==> config.mk <==
export PLATFORM = sky130hd
export DESIGN_NAME = ib_ctlr
export DESIGN_NICKNAME = d
export VERILOG_FILES = /design/src/rtl/ib_ctlr.sv
export SDC_FILE = /design/constraint.sdc
export NUM_CORES = 1
export LEC_CHECK = 0
export ABC_AREA = 1
export CELL_PAD_IN_SITES_DETAIL_PLACEMENT = 0
export CELL_PAD_IN_SITES_GLOBAL_PLACEMENT = 2
export CORE_MARGIN = 2
export CORE_UTILIZATION = 24
export CTS_CLUSTER_DIAMETER = 150
export CTS_CLUSTER_SIZE = 10
export DETAILED_ROUTE_END_ITERATION = 8
export PLACE_DENSITY_LB_ADDON = 0.1
export SLEW_MARGIN = 40
export SYNTH_ARGS = -nofsm -noshare
export SYNTH_HDL_FRONTEND = slang
export SYNTH_SLANG_ARGS = --single-unit
==> constraint.sdc <==
create_clock -name clk -period 2.5 [get_ports clk]
set_clock_uncertainty 0.15 [all_clocks]
set_input_delay 0.625 -clock clk [delete_from_list [all_inputs] [get_ports clk]]
set_output_delay 0.625 -clock clk [all_outputs]
set_load 0.01 [all_outputs]
==> src/rtl/ib_ctlr.sv <==
// ib_ctlr: inbound H2C stream packer.
// Pairs 64-bit AXI-Stream beats into 128-bit words, writes them into a banked
// RAM, closes a bank on packet end or when full, hands closed banks to the
// consumer, and raises a user interrupt for every closed bank.
module ib_ctlr #(
  parameter int unsigned NUM_BANK   = 8,
  parameter int unsigned BANK_DEPTH = 512,
  parameter int unsigned ADDR_W     = 12
) (
  input  logic                          clk,
  input  logic                          rst,
  input  logic [63:0]                   m_axis_h2c_tdata_0,
  input  logic [7:0]                    m_axis_h2c_tkeep_0,
  input  logic                          m_axis_h2c_tlast_0,
  input  logic                          m_axis_h2c_tvalid_0,
  output logic                          m_axis_h2c_tready_0,
  output logic                          WrEn,
  output logic [ADDR_W-1:0]             WrAddr,
  output logic [127:0]                  WrData,
  output logic [NUM_BANK-1:0]           BankValid,
  input  logic [NUM_BANK-1:0]           BankRelease,
  output logic                          BankDoneStb,
  output logic [$clog2(NUM_BANK)-1:0]   BankDoneIdx,
  output logic [$clog2(BANK_DEPTH):0]   BankDoneLen,
  output logic [3:0]                    usr_irq_req,
  input  logic [3:0]                    usr_irq_ack,
  input  logic                          msi_enable
);

  localparam int unsigned BANK_W = $clog2(NUM_BANK);
  localparam int unsigned OFF_W  = $clog2(BANK_DEPTH);
  localparam int unsigned LEN_W  = OFF_W + 1;
  localparam logic [OFF_W-1:0] OFF_LAST = OFF_W'(BANK_DEPTH - 1);

  typedef enum logic [2:0] {
    S_IDLE,
    S_LO,
    S_HI,
    S_WR,
    S_CLOSE
  } state_t;

  state_t              state;
  logic [BANK_W-1:0]   cur_bank;
  logic [OFF_W-1:0]    offset;
  logic                close_q;
  logic                beat_acc;
  logic [63:0]         beat_masked;
  logic [NUM_BANK-1:0] bank_set;
  logic                bank_closing;
  logic                irq_pend;
  logic                unused_ack;

  // Only bit 0 of the acknowledge vector carries meaning.
  assign unused_ack = ^usr_irq_ack[3:1];

  assign beat_acc = m_axis_h2c_tvalid_0 & m_axis_h2c_tready_0;

  // Disabled byte lanes are written as zero rather than keeping stale data.
  function automatic logic [63:0] mask_beat(input logic [63:0] d, input logic [7:0] k);
    logic [63:0] m;
    m = '0;
    for (int unsigned i = 0; i < 8; i++) begin
      if (k[i]) m[8*i +: 8] = d[8*i +: 8];
    end
    return m;
  endfunction

  // Byte-lane masking of the incoming beat.
  always_comb begin
    beat_masked = mask_beat(m_axis_h2c_tdata_0, m_axis_h2c_tkeep_0);
  end

  // Bank closes after the write cycle of a packet-final word or the last slot.
  always_comb begin
    bank_set     = '0;
    bank_closing = (state == S_WR) && (close_q || (offset == OFF_LAST));
    if (bank_closing) bank_set[cur_bank] = 1'b1;
  end

  // Main packing FSM; all stream and RAM-side outputs are registered here.
  always_ff @(posedge clk) begin
    if (rst) begin
      state               <= S_IDLE;
      m_axis_h2c_tready_0 <= 1'b0;
      WrEn                <= 1'b0;
      WrAddr              <= '0;
      WrData              <= '0;
      cur_bank            <= '0;
      offset              <= '0;
      close_q             <= 1'b0;
      BankDoneStb         <= 1'b0;
      BankDoneIdx         <= '0;
      BankDoneLen         <= '0;
    end else begin
      WrEn        <= 1'b0;
      BankDoneStb <= 1'b0;
      case (state)
        S_IDLE: begin
          // Stall here while the consumer still owns the target bank.
          if (!BankValid[cur_bank]) begin
            state               <= S_LO;
            m_axis_h2c_tready_0 <= 1'b1;
          end
        end
        S_LO: begin
          if (beat_acc) begin
            WrData <= {64'h0, beat_masked};
            if (m_axis_h2c_tlast_0) begin
              state               <= S_WR;
              m_axis_h2c_tready_0 <= 1'b0;
              WrEn                <= 1'b1;
              WrAddr              <= {cur_bank, offset};
              close_q             <= 1'b1;
            end else begin
              state <= S_HI;
            end
          end
        end
        S_HI: begin
          if (beat_acc) begin
            WrData[127:64]      <= beat_masked;
            state               <= S_WR;
            m_axis_h2c_tready_0 <= 1'b0;
            WrEn                <= 1'b1;
            WrAddr              <= {cur_bank, offset};
            close_q             <= m_axis_h2c_tlast_0;
          end
        end
        S_WR: begin
          offset <= offset + OFF_W'(1);
          if (bank_closing) begin
            state       <= S_CLOSE;
            BankDoneStb <= 1'b1;
            BankDoneIdx <= cur_bank;
            BankDoneLen <= {1'b0, offset} + LEN_W'(1);
          end else begin
            state               <= S_LO;
            m_axis_h2c_tready_0 <= 1'b1;
          end
        end
        S_CLOSE: begin
          cur_bank <= cur_bank + BANK_W'(1);
          offset   <= '0;
          close_q  <= 1'b0;
          state    <= S_IDLE;
        end
        default: begin
          state               <= S_IDLE;
          m_axis_h2c_tready_0 <= 1'b0;
        end
      endcase
    end
  end

  // Bank ownership: set on close, cleared by the consumer's release pulse.
  always_ff @(posedge clk) begin
    if (rst) begin
      BankValid <= '0;
    end else begin
      BankValid <= (BankValid & ~BankRelease) | bank_set;
    end
  end

  // Interrupt pending flag; a new bank-done wins over a same-cycle acknowledge.
  always_ff @(posedge clk) begin
    if (rst) begin
      irq_pend <= 1'b0;
    end else if (!msi_enable) begin
      irq_pend <= 1'b0;
    end else if (BankDoneStb) begin
      irq_pend <= 1'b1;
    end else if (usr_irq_ack[0]) begin
      irq_pend <= 1'b0;
    end
  end

  assign usr_irq_req = {3'b000, irq_pend};

endmodule

==> impl_metrics.env, run 1 <==
export IMPL_status="completed"
export IMPL_gp_congestion=0.722
export IMPL_num_rows=61
export IMPL_synth_area_mm2=0.00687
export IMPL_register_area_mm2=0.00362
export IMPL_start_util_pct=24.5
export IMPL_drv_slew=0
export IMPL_yosys_cell_types_count=29
export IMPL_drcViolationCount=0
export IMPL_relSlewSlack_pct=59.0
export IMPL_ys_warn_count=0
export IMPL_synth_top_area_share_pct=52.7
export IMPL_syn_area_per_cell_um2=7.83
export IMPL_cp_max_fo=11
export IMPL_cpMaxStageDelayCell="dfxtp_1"
export IMPL_gr_total_overflow=0
export IMPL_place_hpwl_um=16800
export IMPL_synth_ff_latch_count=181
export IMPL_cts_sinks=181
export IMPL_avgViaCountPerCell=4.39
export IMPL_die_w_um=173
export IMPL_cts_made_buffers=17
export IMPL_setup_viol=0
export IMPL_end_kind="flip-flop"
export IMPL_crit_required_ps=2720
export IMPL_period_needed_ps=2280
export IMPL_synth_flop_cell="dfxtp_1"
export IMPL_post_cts_repair_setup_buffers=0
export IMPL_hold_buffers=0
export IMPL_timing_final_crit_share_pct=91.4
export IMPL_grt_pass1_wl_um=39800
export IMPL_yosysSeqAreaShare_pct=52.7
export IMPL_totalWireLength_um=25300
export IMPL_crit_path_start_kind="flip-flop"
export IMPL_tns_ps=0
export IMPL_portBuffers=250
export IMPL_async_reset_ff_share_pct=0
export IMPL_vias=6563
export IMPL_hold_viol_final=0
export IMPL_crit_top_cell="nand2_1"
export IMPL_drtIter0Drc=391
export IMPL_design_area_mm2=0.0104
export IMPL_drive_gt1_share_pct=7.00
export IMPL_peakVddDrop_v=0.000372
export IMPL_synth_edf_count=0
export IMPL_rsz0062_at_grt="yes"
export IMPL_yosysTopAreaCell="dfxtp_1"
export IMPL_post_cts_resize_count=0
export IMPL_power_density_mw_per_mm2=764
export IMPL_worstSkewPairLatency_ps=430
export IMPL_synth_most_common_cell="dfxtp_1"
export IMPL_clk_pin_slew_ps=80
export IMPL_areaGrowthSynthToFinish_pct=50.7
export IMPL_max_cap_violations=0
export IMPL_grt_pass1_vias=6825
export IMPL_grt_util_all_layers_pct=16.8
export IMPL_fin_nets=1194
export IMPL_grt_start_max_net_pins=63
export IMPL_ioPinCount=257
export IMPL_hp_class="reg2reg"
export IMPL_max_freq_mhz=438
export IMPL_core_area_mm2=0.0280
export IMPL_path_class="reg2reg"
export IMPL_placed_area_mm2=0.00979
export IMPL_multi_input_area_mm2=0.00280
export IMPL_cts_root_buf="clkbuf_16"
export IMPL_nFillCells=2950
export IMPL_clock_path_buffers=2
export IMPL_die_area_mm2=0.0300
export IMPL_p_leak_nw=3.84
export IMPL_ant_nets=0
export IMPL_yosys_top_cells_count="181 x dfxtp_1, 158 x a21oi_1, 129 x nand2_1"
export IMPL_whs_ps=310
export IMPL_antenna_found_initial=2
export IMPL_yosys_top_cells_area="dfxtp_1 53%, a21oi_1 12%, nand2_1 7.0%, nand3_1 6.4%, o21ai_0 5.7%"
export IMPL_arrival_ps=2500
export IMPL_fp_dieH_um=173
export IMPL_cts_max_level=4
export IMPL_slowest_delay_ps=350
export IMPL_firstDrtPassIters=4
export IMPL_path_cells="ha_1, nand2_1, inv_1, nand4_1, nor3_1, ha_1, or2_2, nand2_4, nand2_1, nor2_1, nand3_1, nand2_1, inv_1, nor2_1"
export IMPL_layout_setup_ws_ps=215
export IMPL_cts_tree="done"
export IMPL_syn_inst=878
export IMPL_dp_slack_ps=54.2
export IMPL_worst_slew_pin_slew_ps=613
export IMPL_wl_per_cell_um=16.9
## area by class of cell
type	count	share of cell area [%]
antenna	1	0.0242
sequential	181	35.0
clock buffer	20	4.31
timing repair buffer	272	26.6
clock inverter	12	1.15
tap	378	4.57
inverter	37	1.34
multi-input combinational	593	27.0
## metrics by stage
stage / std cells / utilization, % / total power [W]
floorplan: 880 / - / 0.00432
global placement: 1461 / 34.9 / 0.00538
global route: 1494 / 37.0 / 0.00838
CTS: 1493 / 37.0 / 0.00807
finish: 1494 / 37.0 / 0.00791
detailed placement: 1461 / 34.9 / 0.00537
## final timing paths
| check | end | slack [ps] | cells past startpoint | from |
|---|---|---|---|---|
| worst min-delay path | WrData[22] | 310 | 2 | WrData[22] |
| worst max register to register | m_axis_h2c_tready_0 | 220 | 14 | offset[1] |
| worst max-delay path | m_axis_h2c_tready_0 | 220 | 14 | offset[1] |
| worst min register to register | WrData[22] | 310 | 2 | WrData[22] |
## cell usage in the layout (no fill, tap or decap), types with 7 or more instances in the layout
cell type | synthesis | final
clkbuf_16 | 0 | 17
nor2_1 | 95 | 94
clkdlybuf4s50_1 | 0 | 249
a21oi_1 | 158 | 158
o21ai_0 | 78 | 78
nand2_1 | 129 | 129
nand3_1 | 88 | 88
inv_1 | 30 | 29
dfxtp_1 | 181 | 181
buf_12 | 0 | 7
inv_2 | 7 | 8
buf_4 | 6 | 16
## power breakdown
group | total (W) | leakage [nW] | switching, W | internal (W)
Sequential | 0.00332 | 1.46 | 0.000150 | 0.00317
Combinational | 0.00195 | 2.10 | 0.00105 | 0.000907
Clock | 0.00263 | 0.273 | 0.00129 | 0.00134
Total | 0.00791 | 3.84 | 0.00249 | 0.00542
## registers in the layout (all words and copies together) (netlist names)
| signal | cells |
|---|---|
| BankValid | 8 |
| cur_bank | 3 |
| WrData | 128 |
| WrEn | 1 |
| WrAddr | 12 |
| offset | 9 |
| BankDoneIdx | 3 |
| m_axis_h2c_tready_0 | 1 |
| state | 3 |
| close_q | 1 |
| irq_pend | 1 |
| BankDoneLen | 10 |
| BankDoneStb | 1 |
## per-layer routing
layer,part of all wire [%],vias to the layer above,track usage (%)
li1,-,3371,-
met1,46,3005,21.2
met2,46,171,27.8
met3,6.8,14,5.68
met4,1.1,2,3.85
met5,0.051,-,0
## cells by family after synthesis
family	count (synthesis)	share of synthesized area [%]
simple gates	334	21.0
xor+xnor	4	0.510
compound gates	249	18.4
flops	181	52.7
fa+ha+maj	3	0.546
buf+inv	106	6.76
other cells	1	0.0546
## worst max-delay path: cells and delay by family, from the launching register on
family / cells / cell delay [ps]
and+or+nand+nor: 10 / 1210
adders and majority gates: 2 / 410
DFF: 1 / 350
buffers and inverters: 2 / 100
Note: power is estimated with default switching activity, not from simulation.
==> inputs of run 2 (changes only) <==
==> constraint.sdc (replaced) <==
create_clock -name clk -period 2.5 [get_ports clk]
set_clock_uncertainty 0.15 [all_clocks]
set_input_delay 0.5 -clock clk [delete_from_list [all_inputs] [get_ports clk]]
set_output_delay 0.5 -clock clk [all_outputs]
set_load 0.01 [all_outputs]
==> run 2 against run 1 <==
Against the previous run:
- setup slack better by 27 ps
- register-to-register slack gained 30 ps
- combinational power barely moved
- global-route usage hardly changed
- die area stayed put
- sequential cell count is the same
- critical path type unchanged
- largest power group unchanged
- via count rose by 1.0%
- sequential power hardly changed
- clock power grew 3%
- final area fell by 0.19%
==> impl_metrics.env, run 2 (synthesis gave the netlist of run 1 again) <==
export IMPL_status="completed"
export IMPL_drtIter0Drc=286
export IMPL_post_cts_repair_setup_buffers=0
export IMPL_post_cts_resize_count=0
export IMPL_grt_start_max_net_pins=65
export IMPL_gp_congestion=0.731
export IMPL_vias=6630
export IMPL_worst_slew_pin_slew_ps=639
export IMPL_portBuffers=250
export IMPL_cts_tree="done"
export IMPL_power_density_mw_per_mm2=773
export IMPL_cts_made_buffers=17
export IMPL_end_kind="flip-flop"
export IMPL_fp_dieH_um=173
export IMPL_arrival_ps=2480
export IMPL_post_route_util_pct=36.9
export IMPL_worstSkewPairLatency_ps=430
export IMPL_rsz0062_at_grt="no"
export IMPL_totalWireLength_um=25400
export IMPL_reg2reg_depth=14
export IMPL_min_from="WrData[90]"
export IMPL_start_util_pct=24.5
export IMPL_final_cell_mix="249 x clkdlybuf4s50_1, 181 x dfxtp_1, 158 x a21oi_1"
export IMPL_hold_buffers=0
export IMPL_drive_gt1_share_pct=6.67
export IMPL_setup_viol=0
export IMPL_gr_total_overflow=0
export IMPL_whs_ps=313
export IMPL_period_needed_ps=2260
export IMPL_reg2reg_setup_slack_ps=240
export IMPL_hold_viol_final=0
export IMPL_crit_path_start_kind="flip-flop"
export IMPL_top_register="WrData"
export IMPL_die_area_mm2=0.0300
export IMPL_avgViaCountPerCell=4.46
export IMPL_cts_sinks=181
export IMPL_cp_max_fo=11
export IMPL_fin_nets=1191
export IMPL_die_w_um=173
export IMPL_timing_final_crit_share_pct=90.3
export IMPL_core_area_mm2=0.0280
export IMPL_ioPinCount=257
export IMPL_place_hpwl_um=16500
export IMPL_regToRegEndpoint="m_axis_h2c_tready_0"
export IMPL_max_cap_violations=0
export IMPL_firstDrtPassIters=4
export IMPL_grt_util_all_layers_pct=16.8
export IMPL_clk_pin_slew_ps=80
export IMPL_reg_top3="WrData (128), WrAddr (12), BankDoneLen (10)"
export IMPL_final_common_cell="clkdlybuf4s50_1"
export IMPL_wl_per_cell_um=17.1
export IMPL_areaGrowthSynthToFinish_pct=50.4
export IMPL_peakVddDrop_v=0.000344
export IMPL_grt_pass1_vias=6743
export IMPL_max_freq_mhz=443
export IMPL_tns_ps=0
export IMPL_diodes=0
export IMPL_path_class="reg2reg"
export IMPL_relSlewSlack_pct=57.3
export IMPL_cts_max_level=4
export IMPL_num_rows=61
export IMPL_hp_class="reg2reg"
export IMPL_clock_path_buffers=2
export IMPL_antenna_found_initial=0
export IMPL_ant_nets=0
export IMPL_cts_root_buf="clkbuf_16"
export IMPL_largest_register_ffs=128
export IMPL_drcViolationCount=0
export IMPL_p_leak_nw=3.82
export IMPL_r2r_start="offset[1]"
export IMPL_crit_required_ps=2720
export IMPL_drv_slew=0
export IMPL_hold_end="WrData[90]"
export IMPL_grt_pass1_wl_um=39700
export IMPL_holdPathStages=2
[run 2: changes by cell type in the layout (fill, tap and decap cells not counted), moves of 3 or more]
cell,change
clkinv_4,-5
buf_4,-3
clkinvlp_4,+3
inv_6,+3
[run 2: critical path, cell delays in order, from the launching register on]
cell and delay [ps]:
dfxtp_1 340, ha_1 200, nand2_1 70, inv_1 50, nand4_1 120, nor3_1 60
ha_1 200, or2_2 310, nand2_4 180, nand2_1 70, nor2_1 140, nand3_1 100
nand2_1 80, inv_1 30, nor2_1 80
[run 2: metrics by stage]
stage,cells,setup slack (ps),area [um2],total power (W)
5_1_grt,1487,27.4,10300,0.00847
2_1_floorplan,880,509,6880,0.00432
3_5_place_dp,1458,225,9760,0.00536
4_1_cts,1487,210,10300,0.00815
6_report,1487,243,10300,0.00799
3_3_place_gp,1458,205,9760,0.00537
[run 2: layout make-up]
type | instances | area, um2
fill | 2971 | 17700
sequential | 181 | 3620
multi-input combinational | 593 | 2800
timing repair buffer | 269 | 2730
tap | 378 | 473
clock buffer | 17 | 425
clock inverter | 12 | 145
inverter | 37 | 139
[run 2: layer usage]
metal	GRT usage (%)	vias up	routed length, um
li1	-	3372	-
met1	21.6	3057	11800
met2	27.2	186	11500
met3	5.96	15	1800
met4	3.85	0	278
met5	0	-	0
[run 2: worst max-delay path by stage]
stage	depth (start not counted)	end	startpoint	slack (ps)
CTS	14	m_axis_h2c_tready_0	offset[1]	210
finish	14	m_axis_h2c_tready_0	offset[1]	240
floorplan	14	m_axis_h2c_tready_0	offset[0]	510
global route	11	BankDoneLen[6]	offset[1]	30
global placement	7	WrData[20]	m_axis_h2c_tvalid_0	210
detailed placement	7	WrData[16]	m_axis_h2c_tvalid_0	230
[run 2: power breakdown]
part	total, W	switching [W]	internal, W
Clock	0.00272	0.00124	0.00148
Sequential	0.00333	0.000155	0.00317
Combinational	0.00194	0.00105	0.000893
Total	0.00799	0.00245	0.00554
==> inputs of run 3 (changes only) <==
--- a/config.mk
+++ b/config.mk
@@ -9,7 +9,7 @@
 export CELL_PAD_IN_SITES_DETAIL_PLACEMENT = 0
 export CELL_PAD_IN_SITES_GLOBAL_PLACEMENT = 2
 export CORE_MARGIN = 2
-export CORE_UTILIZATION = 24
+export CORE_UTILIZATION = 22
 export CTS_CLUSTER_DIAMETER = 150
 export CTS_CLUSTER_SIZE = 10
 export DETAILED_ROUTE_END_ITERATION = 8
==> constraint.sdc (replaced) <==
create_clock -name clk -period 2 [get_ports clk]
set_clock_uncertainty 0.15 [all_clocks]
set_input_delay 0.4 -clock clk [delete_from_list [all_inputs] [get_ports clk]]
set_output_delay 0.4 -clock clk [all_outputs]
set_load 0.01 [all_outputs]
==> run 3 against run 2 <==
Against the previous run:
- register-to-register slack got worse by 230 ps
- wire length increased by 2.0%
- combinational power increased by 37%
- fmax increased by 14%
- via count increased by 2.0%
- critical path depth unchanged
- power increased by 28%
- global-route usage decreased by 1.0 points
- clock-buffer cell count unchanged
- setup slack got worse by 230 ps
==> impl_metrics.env, run 3 (synthesis gave the netlist of run 1 again) <==
export IMPL_top_register="WrData"
export IMPL_worstSkewPairLatency_ps=430
export IMPL_die_w_um=181
export IMPL_total_power_w=0.0102
export IMPL_fin_nets=1230
export IMPL_ioPinCount=257
export IMPL_holdPathStages=2
export IMPL_fp_dieH_um=181
export IMPL_cts_tree="done"
export IMPL_combPwrFrac_pct=26.0
export IMPL_grt_util_all_layers_pct=15.8
export IMPL_power_density_mw_per_mm2=939
export IMPL_p_int_w=0.00709
export IMPL_layout_setup_ws_ps=15.9
export IMPL_placed_cells=1512
export IMPL_core_area_mm2=0.0307
export IMPL_dp_slack_ps=-301
export IMPL_placed_area_mm2=0.0101
export IMPL_cts_made_buffers=17
export IMPL_drive_gt1_share_pct=11.8
export IMPL_cp_max_fo=8
export IMPL_min_from="rst"
export IMPL_start_util_pct=22.4
export IMPL_vias=6760
export IMPL_cts_max_level=4
export IMPL_grt_pass1_vias=6857
export IMPL_drv_slew=0
export IMPL_clk_pin_slew_ps=80
export IMPL_end_kind="flip-flop"
export IMPL_hp_class="in2reg"
export IMPL_hold_end="BankDoneIdx[0]"
export IMPL_firstDrtPassIters=4
export IMPL_worst_slew_pin_slew_ps=514
export IMPL_gr_total_overflow=0
export IMPL_nFillCells=3287
export IMPL_seq_power_share_pct=40.6
export IMPL_path_class="reg2reg"
export IMPL_regToRegEndpoint="m_axis_h2c_tready_0"
export IMPL_clock_path_buffers=2
export IMPL_portBuffers=250
export IMPL_clkPwrFrac_pct=33.4
export IMPL_largest_register_ffs=128
export IMPL_hold_viol_final=0
export IMPL_max_cap_violations=0
export IMPL_setup_viol=0
export IMPL_r2r_start="offset[1]"
export IMPL_peakVddDrop_v=0.000564
export IMPL_avgViaCountPerCell=4.37
export IMPL_reg_top3="WrData (128), WrAddr (12), BankDoneLen (10)"
export IMPL_num_rows=64
export IMPL_reg2reg_depth=14
export IMPL_sw_frac_of_total_pct=30.7
export IMPL_final_cell_mix="249 x clkdlybuf4s50_1, 179 x dfxtp_1, 155 x a21oi_1"
export IMPL_max_freq_mhz=504
export IMPL_relSlewSlack_pct=65.7
export IMPL_p_leak_nw=4.05
export IMPL_status="completed"
export IMPL_arrival_ps=2190
export IMPL_design_area_mm2=0.0109
export IMPL_period_needed_ps=1980
export IMPL_final_cells=1547
export IMPL_drcViolationCount=0
export IMPL_crit_path_start_kind="flip-flop"
export IMPL_cts_sinks=181
export IMPL_ant_nets=0
export IMPL_whs_ps=87.0
export IMPL_crit_required_ps=2210
export IMPL_die_area_mm2=0.0327
export IMPL_final_common_cell="clkdlybuf4s50_1"
export IMPL_drtIter0Drc=262
export IMPL_totalWireLength_um=25900
export IMPL_grt_pass1_wl_um=40600
export IMPL_grt_start_max_net_pins=88
export IMPL_gp_congestion=0.734
export IMPL_cts_root_buf="clkbuf_16"
export IMPL_p_switching_w=0.00314
export IMPL_antenna_found_initial=4
export IMPL_timing_final_crit_share_pct=99.2
export IMPL_place_hpwl_um=17900
export IMPL_wl_per_cell_um=16.7
export IMPL_reg2reg_setup_slack_ps=20
export IMPL_areaGrowthSynthToFinish_pct=58.4
export IMPL_rsz0062_at_grt="yes"
run 3: repair_timing:
item,CTS,global route
gates cloned,0,0
hold buffers,0,0
pin swaps,9,11
setup endpoints to repair,23,24
buffers inserted,1,3
gates resized for setup,17,23
run 3: cell type report:
| class | instances | area (um2) | area share, % |
|---|---|---|---|
| timing repair buffer | 308 | 3110 | 28.6 |
| sequential | 181 | 3630 | 33.3 |
| multi-input combinational | 593 | 2930 | 26.9 |
| clock inverter | 12 | 148 | 1.36 |
| antenna | 3 | 7.51 | 0.0689 |
| tap | 396 | 495 | 4.55 |
| clock buffer | 17 | 425 | 3.91 |
| inverter | 37 | 144 | 1.32 |
run 3: metrics by stage:
step           utilization, %  TNS, ps
6_report                 35.5        0
5_1_grt                  35.5    -1270
4_1_cts                  35.1     -267
3_5_place_dp             33.0   -29360
3_3_place_gp             33.0   -32310
2_1_floorplan               -        0
run 3: worst max path at each step:
stage / cells after the start / to / slack (ps) / start
after floorplan: 14 / m_axis_h2c_tready_0 / 9 / offset[0]
after global placement: 8 / WrData[87] / -300 / m_axis_h2c_tvalid_0
after detailed placement: 8 / WrData[80] / -300 / m_axis_h2c_tvalid_0
after CTS: 14 / m_axis_h2c_tready_0 / -40 / offset[1]
after global routing: 13 / m_axis_h2c_tready_0 / -110 / offset[1]
final: 14 / m_axis_h2c_tready_0 / 20 / offset[1]
run 3: power groups by stage:
stage	registers [W]	logic (W)	clock network, W
floorplan	0.00437	0.00103	0
global placement	0.00423	0.00265	0
detailed placement	0.00423	0.00265	0
CTS	0.00416	0.00270	0.00357
global route	0.00420	0.00294	0.00368
finish	0.00415	0.00266	0.00342
run 3: per-layer routing:
| metal | vias up | GRT usage (%) | wire, um | share of wire, % |
|---|---|---|---|---|
| li1 | 3453 | - | - | - |
| met1 | 3137 | 20.1 | 11900 | 46 |
| met2 | 153 | 25.6 | 12000 | 46 |
| met3 | 15 | 5.60 | 1750 | 6.8 |
| met4 | 2 | 3.65 | 200 | 0.77 |
| met5 | - | 0 | 13 | 0.050 |
run 3: worst max-delay path, stage by stage, from the launching register on:
cell and delay, ps:
dfxtp_2 340, ha_4 160, nand2_2 50, inv_2 40, nand4_1 100, nor3_2 60, ha_2 180, or2_4 260
nand2_8 140, nand2_4 60, nor2_4 110, nand3_1 80, nand2_1 80, inv_1 30, nor2_1 70
